## src/rtl/nn_pkg.sv

```systemverilog
// nn_pkg: shared state encoding and Q-format constants for neuron datapaths
package nn_pkg;

    typedef enum logic [1:0] {
        S_ACC,
        S_DRAIN,
        S_BIAS
    } mac_state_t;

    localparam int FRAC_BITS = 12;
    localparam int DATA_W    = 16;

endpackage

```

## src/rtl/neuron_mac_relu_sat.sv

```systemverilog
// relu_sat: ReLU on a Q-format sum, floor shift back to data format, clamp to max positive
module relu_sat #(
    parameter int accWidth  = 38,
    parameter int dataWidth = 16,
    parameter int fracBits  = 12
) (
    input  logic signed [accWidth-1:0]  sum_i,
    output logic        [dataWidth-1:0] out_o
);

    localparam logic [dataWidth-1:0] MAX_POS = {1'b0, {(dataWidth-1){1'b1}}};

    logic signed [accWidth-1:0] shifted;
    logic                       neg;
    logic                       ovf;

    // arithmetic shift floors toward -inf; negatives are zeroed anyway
    assign shifted = sum_i >>> fracBits;
    assign neg     = sum_i[accWidth-1];
    // any set bit at or above the output sign position means the value exceeds MAX_POS
    assign ovf     = |shifted[accWidth-1:dataWidth-1];
    assign out_o   = neg ? '0 : (ovf ? MAX_POS : shifted[dataWidth-1:0]);

endmodule

```

## src/rtl/neuron_mac.sv

```systemverilog
// neuron_mac: single-neuron MAC fed by a 1-cycle weight ROM, with bias, ReLU and saturation
module neuron_mac
    import nn_pkg::*;
#(
    parameter int numWeight    = 30,
    parameter int dataWidth    = DATA_W,
    parameter int fracBits     = FRAC_BITS,
    parameter int addressWidth = $clog2(numWeight)
) (
    input  logic                           clk,
    input  logic                           rst,
    input  logic                           x_valid,
    input  logic signed [dataWidth-1:0]    x_in,
    output logic                           x_ready,
    input  logic signed [dataWidth-1:0]    bias,
    output logic                           w_ren,
    output logic        [addressWidth-1:0] w_radd,
    input  logic signed [dataWidth-1:0]    w_rdata,
    output logic                           out_valid,
    output logic        [dataWidth-1:0]    out_data
);

    localparam int ACC_W = 2 * dataWidth + $clog2(numWeight);
    localparam int SUM_W = ACC_W + 1;
    localparam logic [addressWidth-1:0] LAST = addressWidth'(numWeight - 1);

    mac_state_t                    state_q, state_d;
    logic        [addressWidth-1:0] cnt_q, cnt_d;
    logic signed [ACC_W-1:0]        acc_q, acc_d;
    logic signed [dataWidth-1:0]    xd_q, xd_d;
    logic                           vd_q, vd_d;
    logic                           out_valid_q, out_valid_d;
    logic        [dataWidth-1:0]    out_data_q, out_data_d;
    logic                           accept;
    logic signed [2*dataWidth-1:0]  prod;
    logic signed [SUM_W-1:0]        sum;
    logic        [dataWidth-1:0]    relu_out;

    assign x_ready   = (state_q == S_ACC) && !rst;
    assign accept    = x_valid && x_ready;
    assign w_ren     = accept;
    assign w_radd    = cnt_q;
    assign out_valid = out_valid_q;
    assign out_data  = out_data_q;

    // the delayed activation lines up with the ROM word read on the accept cycle
    assign prod = xd_q * w_rdata;
    // bias is promoted into the accumulator's Q format before the add
    assign sum  = SUM_W'(acc_q) + (SUM_W'(bias) <<< fracBits);

    relu_sat #(
        .accWidth (SUM_W),
        .dataWidth(dataWidth),
        .fracBits (fracBits)
    ) u_relu (
        .sum_i(sum),
        .out_o(relu_out)
    );

    // next-state: FSM, address counter, operand delay stage, accumulator and result register
    always_comb begin
        state_d     = state_q;
        cnt_d       = accept ? (cnt_q == LAST ? '0 : cnt_q + 1'b1) : cnt_q;
        xd_d        = accept ? x_in : xd_q;
        vd_d        = accept;
        acc_d       = vd_q ? acc_q + ACC_W'(prod) : acc_q;
        out_valid_d = 1'b0;
        out_data_d  = out_data_q;
        case (state_q)
            S_ACC:   state_d = (accept && cnt_q == LAST) ? S_DRAIN : S_ACC;
            S_DRAIN: state_d = S_BIAS;
            S_BIAS: begin
                state_d     = S_ACC;
                acc_d       = '0;
                out_valid_d = 1'b1;
                out_data_d  = relu_out;
            end
            default: state_d = S_ACC;
        endcase
    end

    // state registers; reset discards any partial vector
    always_ff @(posedge clk or posedge rst) begin
        if (rst) begin
            state_q     <= S_ACC;
            cnt_q       <= '0;
            acc_q       <= '0;
            xd_q        <= '0;
            vd_q        <= 1'b0;
            out_valid_q <= 1'b0;
            out_data_q  <= '0;
        end else begin
            state_q     <= state_d;
            cnt_q       <= cnt_d;
            acc_q       <= acc_d;
            xd_q        <= xd_d;
            vd_q        <= vd_d;
            out_valid_q <= out_valid_d;
            out_data_q  <= out_data_d;
        end
    end

endmodule
```

## config.mk

```make
export PLATFORM = sky130hd
export DESIGN_NAME = neuron_mac
export DESIGN_NICKNAME = d
export VERILOG_FILES = /design/src/rtl/nn_pkg.sv /design/src/rtl/neuron_mac_relu_sat.sv /design/src/rtl/neuron_mac.sv
export SDC_FILE = /design/constraint.sdc
export NUM_CORES = 1
export LEC_CHECK = 0
export BUFFER_PORTS_ARGS = -buffer_cell sky130_fd_sc_hd__buf_2
export CORE_MARGIN = 8
export CORE_UTILIZATION = 59
export CTS_CLUSTER_SIZE = 8
export DETAILED_ROUTE_END_ITERATION = 10
export PLACE_DENSITY = 0.78
export SETUP_SLACK_MARGIN = 0.05
export SYNTH_ARGS = -nofsm -noshare
export SYNTH_HDL_FRONTEND = slang
export SYNTH_HIERARCHICAL = 1
export SYNTH_SLANG_ARGS = --single-unit
export TNS_END_PERCENT = 50
```

## constraint.sdc

```tcl
create_clock -name clk -period 5.5 [get_ports clk]
set_input_delay 1.1 -clock clk [delete_from_list [all_inputs] [get_ports clk]]
set_output_delay 1.1 -clock clk [all_outputs]
set_load 0.005 [all_outputs]
```

==> out/qor.yml <==
clock_network:
  cts_root_buf: "clkbuf_16"
  numCtsBuffers: 9
  cts_sinks: 78
  clkLatencyLatePin_ns: 0.34
  hold_buffers: 0
  clk_pin_slew_ns: 0.06
  htreeDepth: 3
  clockBufferDepth: 2
  cts_tree: "built"
synth:
  syn_area_per_cell_um2: 9.39
  synth_cells: 1719
  synthArstFlopShare: 1.00
  synth_seq_cells: 78
  netlist-cell-type-count: 73
  synth.net_count: 2225
  synth_warnings: 6
  ys_seq_area_frac: 0.121
  netlist_top_cells_area: "fa_1 40%, dfrtp_1 12%, ha_1 11%"
  synth_ff_type: "dfrtp_1"
  synth_area_um2: 16100
  synth_top_area_cell: "fa_1"
  synthMostInstantiatedCell: "inv_1"
  synth.cells.most_frequent: "367 x inv_1, 319 x fa_1, 213 x nand2_1, 136 x ha_1, 111 x and2_1"
  synth_edf_count: 0
  yosysTopAreaCellShare: 0.396
timing:
  finalCritPeriodShare: 1.14
  finalCriticalPeriod_ns: 6.27
  drv_slew: 0
  rsz0062_at_grt: "true"
  final.setup_skew_ns: 0.00970
  fmax_mhz: 160
  setup_slack_ns: -0.769
  final-hold-violation-count: 0
  hold_slack_ns: 0.467
  tns_ns: -13.79
  setup_violations: 27
  slew_headroom: 0.198
  worst_slew_pin_slew_ns: 1.20
hold_path:
  min_delay_path_depth: 1
  hold_path.class: "flop to flop"
  min-delay-start: "state_q[1]$_DFF_PP0_"
  whs_endpoint: "state_q[1]$_DFF_PP0_"
detailed_routing:
  wl_per_cell_um: 17.8
  routed_wl_um: 40600
  first_iter_violations: 873
  dr.pass1.iters: 5
  num_vias: 12600
  ant_nets: 0
  drc: 0
  vias_per_cell: 5.52
placed_design:
  hpwl_um: 34200
  gp_congestion: 0.898
  dpl_cell_area_um2: 18400
  portBuffers: 74
floorplan:
  initial_utilization: 0.601
  num_io_pins: 75
  die_area_um2: 32900
  core_area_um2: 26900
  rows: 60
  die_w_um: 181
  fp.dieH_um: 181
run_status:
  status: "finished, violations left"
  violations: "setup timing"
setup_path:
  critPathMaxFanout: 7
  critPathArrivalTime_ns: 6.48
  crit_path_start_kind: "input port"
  crit_path_end_kind: "flop"
  rrSetupSlack_ns: -0.54
  crit_type: "input port to flop"
  cp.required_ns: 5.71
  crit_start: "w_rdata[6]"
  r2r_cells: 20
  r2r_end: "acc_q[36]$_DFFE_PP0P_"
  rr_startpoint: "xd_q[7]$_DFFE_PP0P_"
global_route:
  global_route.overflow_total: 0
  grt_pass1_wl_um: 68600
  antenna_found_initial: 1
  first_global_vias: 14000
  grt_max_degree: 41
  gr-usage-all-layers: 0.255
layout:
  drive_above_1_share: 0.221
  fin_util: 0.715
  nets: 2443
  design_area_um2: 19200
  areaGrowthSynthToFinish_pct: 19.0
job:
  cap_viol_max_count: 0
## cell usage in the layout, fill, tap and decap left out, types with 11 or more instances in the layout
cell type,instances
a31oi_1,22
fa_1,309
and2_1,108
buf_4,172
xor2_1,22
ha_1,116
nor2_1,75
nand2_1,193
inv_1,350
buf_2,60
mux2i_1,19
a21oi_1,41
buf_12,11
nand3_1,12
a21o_1,18
buf_6,15
inv_2,18
ha_4,17
o21ai_0,17
a21oi_2,13
dfrtp_1,78
nor4_1,17
xnor2_1,36
mux2_2,17
nand2_2,14
## layer usage
metal / vias up / GRT usage / share of wire
li1: 5720 / - / -
met1: 6396 / 0.301 / 0.38
met2: 388 / 0.467 / 0.54
met3: 113 / 0.0375 / 0.044
met4: 2 / 0.0918 / 0.037
met5: - / 0 / 0.00032
## how the worst max path moves through the flow
stage	endpoint	slack, ns	cells past startpoint
after floorplan	acc_q[35]$_DFFE_PP0P_	-0.83	21
after global placement	acc_q[35]$_DFFE_PP0P_	-1.20	21
after detailed placement	acc_q[29]$_DFFE_PP0P_	-1.32	23
after CTS	acc_q[35]$_DFFE_PP0P_	-0.70	21
after global routing	acc_q[35]$_DFFE_PP0P_	-0.94	23
final	acc_q[31]$_DFFE_PP0P_	-0.77	22
## area by class of cell
type	instances	area, µm²
antenna	1	2.50
multi-input combinational	1218	13100
timing repair buffer	261	2030
tap	341	427
clock buffer	10	229
clock inverter	6	38.8
sequential	78	1950
inverter	369	1390
fill	1893	7670
## stage by stage
stage | instances | setup WS, ns
5_1_grt | 2283 | -0.941
2_1_floorplan | 1719 | -0.829
3_3_place_gp | 2254 | -1.20
4_1_cts | 2281 | -0.702
3_5_place_dp | 2254 | -1.32
6_report | 2284 | -0.769
## repair_timing
action | CTS | global route
pin swaps | 74 | 36
buffers inserted | 11 | 2
endpoints found under the setup margin | 28 | 28
gates resized for setup | 74 | 28
## cells by family (layout without fill, tap and decap cells)
family	count (synthesis)	in the layout	share of synthesized area
AO/OA/AOI/OAI	188	188	0.0801
XOR/XNOR	60	60	0.0326
adder cells (fa/ha/maj)	455	455	0.501
buffers and inverters	423	646	0.101
flip-flops	78	78	0.121
multiplexers	36	36	0.0236
other	1	2	0.000232
AND/OR/NAND/NOR	478	478	0.141
## flip-flops by register name (all words and copies together), names as in the netlist
name,cells
vd_q,1
w_radd,5
xd_q,16
acc_q,37
out_valid,1
out_data,16
state_q,2
## critical path, stage by stage
cell	delay [ns]
buf_12	0.10
buf_6	0.13
nand2_1	0.07
fa_1	0.50
inv_1	0.06
fa_1	0.48
fa_1	0.50
inv_1	0.05
fa_1	0.47
fa_1	0.52
fa_1	0.50
inv_1	0.06
ha_4	0.29
nand4_1	0.17
nor3_2	0.32
o21bai_4	0.12
o21ai_4	0.21
a41oi_4	0.20
buf_6	0.17
o311ai_4	0.22
xnor2_1	0.15
o22ai_1	0.08
Power is left out: the tool's default activity adds up to more than one toggle a clock period on the data nets, which glitch-free logic cannot reach.
